**src/rtl/hamming_counter_decoder.sv**
```systemverilog
// Purpose : SECDED(16,11) receive-side decoder for the counter bus, with saturating error stats.
// Latency : 2 cycles (valid_in captured at edge N, valid_out asserted by edge N+1 after that capture).
// Backpressure: none; fully pipelined, one word per cycle, every accepted word is emitted.
//
// Ports:
//   clk, rst                 clock, synchronous active-low reset
//   valid_in, code_in        incoming code word ([0]=overall parity, [p]=Hamming position p)
//   clr_cnt                  clears corr_cnt/uncorr_cnt (wins over a same-cycle increment)
//   valid_out, data_out      corrected 11-bit counter value
//   err_corr, err_uncorr     single-error-corrected / double-error-detected flags (0 when !valid_out)
//   corr_cnt, uncorr_cnt     saturating error counters
//   locked, seq_err          sequence checker status / 1-cycle break pulse
//
// Build option: define HAMDEC_SEQ_CHECK_EN to build the +1 sequence checker;
// without it locked and seq_err are tied low.

module hamming_counter_decoder #(
    parameter int DW     = 11,
    parameter int CNT_W  = 8,
    parameter int LOCK_N = 2
) (
    input  logic             clk,
    input  logic             rst,
    input  logic             valid_in,
    input  logic [15:0]      code_in,
    input  logic             clr_cnt,
    output logic             valid_out,
    output logic [DW-1:0]    data_out,
    output logic             err_corr,
    output logic             err_uncorr,
    output logic [CNT_W-1:0] corr_cnt,
    output logic [CNT_W-1:0] uncorr_cnt,
    output logic             locked,
    output logic             seq_err
);

    // Syndrome is the XOR of the indices of every set position 1..15;
    // equivalent to the per-bit parity groups but written once.
    logic [3:0] syn;
    logic       par;

    always_comb begin
        syn = '0;
        for (int p = 1; p < 16; p++) begin
            if (code_in[p]) syn = syn ^ 4'(p);
        end
    end

    assign par = ^code_in;

    // ---------------- stage 1 ----------------
    logic        s1_vld;
    logic [15:0] s1_code;
    logic [3:0]  s1_syn;
    logic        s1_par;

    always_ff @(posedge clk) begin
        if (!rst) begin
            s1_vld  <= 1'b0;
            s1_code <= '0;
            s1_syn  <= '0;
            s1_par  <= 1'b0;
        end else begin
            s1_vld <= valid_in;
            if (valid_in) begin
                s1_code <= code_in;
                s1_syn  <= syn;
                s1_par  <= par;
            end
        end
    end

    // ---------------- decode ----------------
    // Only flip when the overall parity confirms an odd error count; a zero
    // syndrome with bad parity means the error was in code[0] itself.
    logic [15:0]   fixed;
    logic [DW-1:0] dec_data;
    logic          dec_corr;
    logic          dec_uncorr;

    always_comb begin
        fixed = s1_code;
        if (s1_par && (s1_syn != 4'd0)) fixed[s1_syn] = ~fixed[s1_syn];
    end

    assign dec_data   = {fixed[15:9], fixed[7:5], fixed[3]};
    assign dec_corr   = s1_vld & s1_par;
    assign dec_uncorr = s1_vld & ~s1_par & (s1_syn != 4'd0);

    // Parity positions carry no payload once decoded.
    logic unused_pbits;
    assign unused_pbits = ^{fixed[8], fixed[4], fixed[2:0]};

    // ---------------- stage 2 + counters ----------------
    // Counters update on the same edge that presents the word, so they
    // already include it while valid_out is high.
    always_ff @(posedge clk) begin
        if (!rst) begin
            valid_out  <= 1'b0;
            data_out   <= '0;
            err_corr   <= 1'b0;
            err_uncorr <= 1'b0;
            corr_cnt   <= '0;
            uncorr_cnt <= '0;
        end else begin
            valid_out  <= s1_vld;
            err_corr   <= dec_corr;
            err_uncorr <= dec_uncorr;
            if (s1_vld) data_out <= dec_data;

            if (clr_cnt)                             corr_cnt <= '0;
            else if (dec_corr && (corr_cnt != '1))   corr_cnt <= corr_cnt + 1'b1;

            if (clr_cnt)                             uncorr_cnt <= '0;
            else if (dec_uncorr && (uncorr_cnt != '1)) uncorr_cnt <= uncorr_cnt + 1'b1;
        end
    end

`ifdef HAMDEC_SEQ_CHECK_EN
    // ---------------- sequence checker ----------------
    typedef enum logic {UNLOCKED, LOCKED} seq_state_t;

    // match_cnt only needs to reach LOCK_N-1; the LOCK_N-th match locks instead.
    localparam int MW = (LOCK_N < 2) ? 1 : $clog2(LOCK_N);

    seq_state_t    state, state_n;
    logic [MW-1:0] match_cnt, match_n;
    logic [DW-1:0] exp_val, exp_n;
    logic          have_exp, have_n;
    logic          seq_err_n;

    always_ff @(posedge clk) begin
        if (!rst) begin
            state     <= UNLOCKED;
            match_cnt <= '0;
            exp_val   <= '0;
            have_exp  <= 1'b0;
            seq_err   <= 1'b0;
        end else begin
            state     <= state_n;
            match_cnt <= match_n;
            exp_val   <= exp_n;
            have_exp  <= have_n;
            seq_err   <= seq_err_n;
        end
    end

    always_comb begin
        state_n   = state;
        match_n   = match_cnt;
        exp_n     = exp_val;
        have_n    = have_exp;
        seq_err_n = 1'b0;
        if (s1_vld) begin
            case (state)
                UNLOCKED: begin
                    // Uncorrectable words carry no trustworthy value to train on.
                    if (!dec_uncorr) begin
                        have_n = 1'b1;
                        exp_n  = dec_data + 1'b1;
                        if (!have_exp) begin
                            match_n = '0;
                        end else if (dec_data == exp_val) begin
                            if (match_cnt == MW'(LOCK_N - 1)) begin
                                state_n = LOCKED;
                                match_n = '0;
                            end else begin
                                match_n = match_cnt + 1'b1;
                            end
                        end else begin
                            match_n = '0;
                        end
                    end
                end
                LOCKED: begin
                    if (dec_uncorr || (dec_data == exp_val)) begin
                        exp_n = exp_val + 1'b1;
                    end else begin
                        seq_err_n = 1'b1;
                        state_n   = UNLOCKED;
                        match_n   = '0;
                        exp_n     = dec_data + 1'b1;
                    end
                end
                default: state_n = UNLOCKED;
            endcase
        end
    end

    assign locked = (state == LOCKED);
`else
    assign locked  = 1'b0;
    assign seq_err = 1'b0;

    logic unused_lock_n;
    assign unused_lock_n = (LOCK_N > 0);
`endif

endmodule

```
**config.mk**
```make
export PLATFORM = sky130hd
export DESIGN_NAME = hamming_counter_decoder
export DESIGN_NICKNAME = d
export VERILOG_FILES = /design/src/rtl/hamming_counter_decoder.sv
export SDC_FILE = /design/constraint.sdc
export NUM_CORES = 1
export LEC_CHECK = 0
export CAP_MARGIN = 5
export CORE_MARGIN = 1.5
export CORE_UTILIZATION = 40
export DETAILED_ROUTE_END_ITERATION = 10
export GPL_ROUTABILITY_DRIVEN = 0
export GPL_TIMING_DRIVEN = 0
export PLACE_DENSITY = 0.7
export SETUP_SLACK_MARGIN = 0.05
export SYNTH_ARGS = -nofsm -noshare
export SYNTH_HDL_FRONTEND = slang
export SYNTH_SLANG_ARGS = --single-unit
```
**constraint.sdc**
```tcl
create_clock -name clk -period 1.9 [get_ports clk]
set_input_delay 0.38 -clock clk [delete_from_list [all_inputs] [get_ports clk]]
set_output_delay 0.38 -clock clk [all_outputs]
set_load 0.05 [all_outputs]
```
==> impl_metrics.tcl, run 1 <==
set metrics [dict create \
    cts_tree "done" \
    antenna_found_initial 0 \
    hold_viol 0 \
    grt.total_usage 0.165 \
    grt_pass1_wl_mm 7.96 \
    critPathKind "flip-flop to output pin" \
    rows 27 \
    cts_buffers 5 \
    area_growth_pct 30.1 \
    drv_cap 0 \
    ir_drop_mv 0.542 \
    first_pass_iters 4 \
    htreeDepth 2 \
    port_buffers 47 \
    routedWlPerCell_um 12.6 \
    cpLargestDelayFamily "buffers and inverters" \
    critPathLaunchType "flip-flop" \
    core_area_sq_mm 0.00551 \
    layout-drive-gt1-share 0.0537 \
    cts.sinks 47 \
    wl_mm 4.67 \
    arrival_ps 1420 \
    yosys_warnings 0 \
    die-area_sq_mm 0.00614 \
    power_density_mw_per_mm2 776 \
    critPathBufInv 1 \
    path_clk_slew_ps 90 \
    mostFrequentLayoutCells "dfxtp_1, xnor2_1, clkdlybuf4s50_1, dlygate4sd2_1, nor2_1" \
    max_stage_delay_ps 800 \
    cts.root.buffer_cell "clkbuf_8" \
    setup_viol 0 \
    via_per_inst 4.94 \
    yosysUniqueCellTypes 36 \
    cp-end-kind "output pin" \
    antennaDiodeCount 0 \
    reg2reg_setup_slack_ps 200 \
    grt_pass1_vias 1722 \
    whs_ps 441 \
    grt_max_degree 16 \
    clk_latency_ps 300 \
    postLayoutCellArea_sq_mm 0.00296 \
    hold_buffers 0 \
    cp_data_required_time_ps 1520 \
    io_pins 52 \
    fp.dieW_um 78.4 \
    synth_edf_count 0 \
    cp_cell_sequence "clkdlybuf4s50_1" \
    dp_hpwl_mm 3.50 \
    avgSynthCellArea_sq_um 9.39 \
    fin_skew_ps 9.67 \
    rsz0062_at_grt "no" \
    worst_pin_slew_ps 510 \
    syn_area_sq_mm 0.00227 \
    final_nets 319 \
    vias 1829 \
    initial_core_util 0.413 \
    status "finished, final reports clean" \
    drc_errors 0 \
    slowest_stage "clkdlybuf4s50_1" \
    place_area_sq_mm 0.00284 \
    yosys_register_bits 47 \
    clockBufferDepth 2 \
    relSlewSlack 0.660 \
    finalMaxSlewViolations 0 \
    leakage_nw 1.38 \
    max_freq_ghz 0.555 \
    synthFlopType "dfxtp_1" \
    crit_fanout 1 \
    synth_seq_area_share 0.414 \
    dieHeight_um 78.4 \
    async_reset_ff_frac 0 \
    period_minus_slack_ps 1800 \
    ant_nets 0 \
    dr.first_iter.drc_count 57 \
    hold_path_class "input port to flip-flop" \
    grt-ovfl-total 0 \
    fin_crit_sh 0.949 \
    synthCells 242 \
    layout_commonest_cell "dfxtp_1" \
]
-- per-layer routing --
metal / up-vias / global-route usage / wire length, um / part of all wire
li1: 943 / - / - / -
met1: 836 / 0.200 / 2190 / 0.47
met2: 43 / 0.283 / 2220 / 0.47
met3: 7 / 0.0430 / 204 / 0.044
met4: 0 / 0.0554 / 60 / 0.013
met5: - / 0 / 0 / 0
-- registers in the layout (all words and copies together), names as in the netlist --
signal / flops
corr_cnt: 8
data_out: 11
err_corr: 1
err_uncorr: 1
s1_code: 11
s1_par: 1
s1_syn: 4
s1_vld: 1
uncorr_cnt: 8
valid_out: 1
-- worst paths after layout --
path,end,startpoint,depth (start not counted)
max,err_uncorr,err_uncorr$_SDFF_PN0_,1
min,s1_code[3]$_SDFFE_PN0P_,rst,2
max reg2reg,uncorr_cnt[3]$_SDFFE_PP0P_,s1_syn[2]$_SDFFE_PN0P_,4
min reg2reg,data_out[10]$_SDFFE_PN0P_,data_out[10]$_SDFFE_PN0P_,1
-- synthesized netlist by cell type (2+ instances only) --
master / number / area share
dfxtp_1: 47 / 0.41
xnor2_1: 35 / 0.13
nor2_1: 15 / 0.025
mux2i_1: 14 / 0.062
nand3_1: 14 / 0.031
o211a_1: 14 / 0.062
nor2b_1: 12 / 0.033
o21ai_0: 12 / 0.026
or3_1: 11 / 0.030
nand2_1: 10 / 0.017
clkbuf_1: 8 / 0.013
nor3_1: 6 / 0.013
xor2_1: 5 / 0.019
a21oi_1: 4 / 0.0088
and2_1: 3 / 0.0083
buf_2: 3 / 0.0066
nand4_1: 3 / 0.0083
and3_1: 2 / 0.0055
buf_1: 2 / 0.0033
buf_4: 2 / 0.0066
ha_1: 2 / 0.011
inv_1: 2 / 0.0033
nand2b_1: 2 / 0.0055
nand3b_1: 2 / 0.0066
-- layout make-up --
cell class | instances | area [sq um]
Buffer | 15 | 67.6
Clock buffer | 5 | 68.8
Clock inverter | 3 | 43.8
Fill cell | 510 | 2550
Inverter | 2 | 7.51
Multi-Input combinational cell | 179 | 1260
Sequential cell | 47 | 941
Tap cell | 72 | 90.1
Timing Repair Buffer | 47 | 477
-- timing repair --
| action | in CTS | in global routing |
|---|---|---|
| gates resized for setup | 17 | 11 |
| cloned | 0 | 0 |
| setup buffers | 0 | 0 |
| endpoints found under the hold margin | 0 | 0 |
| setup endpoints to repair | 17 | 11 |
-- per-stage QoR --
stage / util / setup TNS [ps] / instances / power [mW] / worst slack, ps
6_report: 0.537 / 0 / 370 / 2.29 / 96.7
3_3_place_gp: 0.515 / -35.0 / 362 / 1.58 / -35.0
5_1_grt: 0.537 / 0 / 370 / 2.41 / 60.3
2_1_floorplan: - / 0 / 243 / 1.44 / 65.6
3_5_place_dp: 0.515 / -46.2 / 362 / 1.59 / -46.2
4_1_cts: 0.532 / 0 / 370 / 2.32 / 51.2
-- power by group --
part           internal (mW)  leakage [nW]  switching [mW]
combinational          0.215         0.940           0.260
clock                  0.392        0.0581           0.345
sequential              1.04         0.385          0.0450
total                   1.64          1.38           0.650
-- logic make-up after synthesis --
logic type	count (synthesis)	share of synthesized area
flip-flops	47	0.414
AND/OR/NAND/NOR	88	0.215
adder cells (fa/ha/maj)	2	0.0110
AO/OA/AOI/OAI	33	0.109
XOR/XNOR	40	0.154
multiplexers	14	0.0617
other	1	0.00165
buffers and inverters	17	0.0330
Note: power is estimated with default switching activity, not from simulation.
==> inputs of run 2 (changes only) <==
--- a/config.mk
+++ b/config.mk
@@ -6,13 +6,14 @@
 export NUM_CORES = 1
 export LEC_CHECK = 0
 export CAP_MARGIN = 5
-export CORE_MARGIN = 1.5
+export CORE_MARGIN = 4
 export CORE_UTILIZATION = 40
 export DETAILED_ROUTE_END_ITERATION = 10
 export GPL_ROUTABILITY_DRIVEN = 0
 export GPL_TIMING_DRIVEN = 0
 export PLACE_DENSITY = 0.7
 export SETUP_SLACK_MARGIN = 0.05
+export SLEW_MARGIN = 20
 export SYNTH_ARGS = -nofsm -noshare
 export SYNTH_HDL_FRONTEND = slang
 export SYNTH_SLANG_ARGS = --single-unit
==> run 2 against run 1 <==
Compared with the run above:
- clock power increased by 17%
- routed wire length increased by 3.8%
- via count increased by 1.3%
- global-route usage decreased by 2.1 points
- non-clock buffer count unchanged
- critical path depth unchanged
- die area increased by 13%
- first-iteration DRC count decreased by 3.5%
- setup slack improved by 0.83 ps
- flip-flop and latch count unchanged
- largest power group unchanged
==> impl_metrics.tcl, run 2 (synthesized netlist as in run 1, its figures left out) <==
set metrics [dict create \
    mostFrequentLayoutCells "dfxtp_1, xnor2_1, clkdlybuf4s50_1, dlygate4sd2_1, nor2_1" \
    slowest_stage "clkdlybuf4s50_1" \
    initial_core_util 0.413 \
    fillers 502 \
    critPathBufInv 1 \
    cts_buffers 5 \
    final_nets 319 \
    leakage_nw 1.38 \
    drv_cap 0 \
    first_pass_iters 4 \
    layout-drive-gt1-share 0.0570 \
    cpLargestDelayFamily "buffers and inverters" \
    fin_skew_ps 7.63 \
    fp.dieW_um 83.4 \
    status "finished, final reports clean" \
    ir_drop_mv 0.602 \
    max_freq_ghz 0.555 \
    io_pins 52 \
    clockBufferDepth 2 \
    grt.total_usage 0.144 \
    cts_tree "done" \
    setup_viol 0 \
    core_area_sq_mm 0.00551 \
    place_area_sq_mm 0.00284 \
    grt-ovfl-total 0 \
    drc_errors 0 \
    cts.root.buffer_cell "clkbuf_8" \
    fin_util 0.542 \
    hold_buffers 0 \
    power.total_mw 2.42 \
    vias 1853 \
    postLayoutCellArea_sq_mm 0.00299 \
    rsz0062_at_grt "no" \
    place_ws_ps -5.88 \
    dr.first_iter.drc_count 55 \
    ant_nets 0 \
    port_buffers 47 \
    critPathKind "flip-flop to output pin" \
    wl_mm 4.85 \
    rows 27 \
    grt_pass1_wl_mm 8.27 \
    die-area_sq_mm 0.00695 \
    hold_viol 0 \
    clk_latency_ps 300 \
    max_stage_delay_ps 800 \
    relSlewSlack 0.658 \
    dp_hpwl_mm 3.67 \
    path_clk_slew_ps 90 \
    antennaDiodeCount 0 \
    dieHeight_um 83.4 \
    htreeDepth 2 \
    worst_pin_slew_ps 512 \
    critPathLaunchType "flip-flop" \
    cp_data_required_time_ps 1520 \
    area_growth_pct 31.4 \
    cp-end-kind "output pin" \
    period_minus_slack_ps 1800 \
    layout_commonest_cell "dfxtp_1" \
    cp.depth 1 \
    antenna_found_initial 0 \
    crit_fanout 1 \
    r2r_cells 5 \
    worst_slack_ps 97.6 \
    fin_crit_sh 0.949 \
    routedWlPerCell_um 13.1 \
    hold_path_class "input port to flip-flop" \
    reg_top3 "data_out: 11 flops, s1_code: 11 flops" \
    power_density_mw_per_mm2 810 \
    grt_pass1_vias 1813 \
    arrival_ps 1420 \
    grt_max_degree 16 \
    finalMaxSlewViolations 0 \
    cp_cell_sequence "clkdlybuf4s50_1" \
    via_per_inst 5.01 \
    min_path_cells 2 \
    cts.sinks 47 \
]
## run 2: metrics by stage
stage | std cells | setup TNS (ps) | hold slack, ps
after floorplan | 243 | 0 | 492
after global placement | 362 | -34.9 | 468
after detailed placement | 362 | -5.88 | 468
after CTS | 370 | 0 | 451
after global routing | 370 | 0 | 466
final | 370 | 0 | 434
## run 2: power by group
part           total [mW]  leakage, nW  internal, mW  switching, mW
clock network       0.861       0.0644         0.524          0.336
registers            1.08        0.385          1.04         0.0462
logic               0.476        0.936         0.216          0.260
## run 2: metal layers
metal  vias to the layer above  track usage  wire, um
met1                       847        0.176      2130
li1                        943            -         -
met4                         0       0.0698        97
met5                         -            0         0
met2                        54        0.233      2320
met3                         9       0.0367       299
## run 2: path summary, 6_finish.rpt
kind | start | endpoint | slack, ps
hold / removal | rst | s1_code[3]$_SDFFE_PN0P_ | 430
hold reg to reg | data_out[6]$_SDFFE_PN0P_ | data_out[6]$_SDFFE_PN0P_ | 480
setup reg to reg | s1_syn[2]$_SDFFE_PN0P_ | uncorr_cnt[7]$_SDFFE_PP0P_ | 170
setup / recovery | err_corr$_SDFF_PN0_ | err_corr | 100
## run 2: repair_timing
| action | CTS | global route |
|---|---|---|
| setup endpoints to repair | 16 | 13 |
| setup buffers | 0 | 0 |
| resized for setup | 16 | 13 |
## run 2: area by class of cell
type	instances	area, sq um	share of cell area
multi-input cells	179	1260	0.424
clock inverters	3	67.6	0.0226
inverters	2	7.51	0.00251
plain buffers	15	67.6	0.0226
repair buffers	47	478	0.160
clock buffers	5	68.8	0.0231
well taps	72	90.1	0.0302
flip-flops and latches	47	941	0.315
==> inputs of run 3 (changes only) <==
--- a/config.mk
+++ b/config.mk
@@ -13,6 +13,7 @@
 export GPL_TIMING_DRIVEN = 0
 export PLACE_DENSITY = 0.7
 export SETUP_SLACK_MARGIN = 0.05
+export SKIP_LAST_GASP = 1
 export SLEW_MARGIN = 20
 export SYNTH_ARGS = -nofsm -noshare
 export SYNTH_HDL_FRONTEND = slang
==> results of run 3 <==
Same layout as run 2: the final DEF is identical, and so are final timing and power.
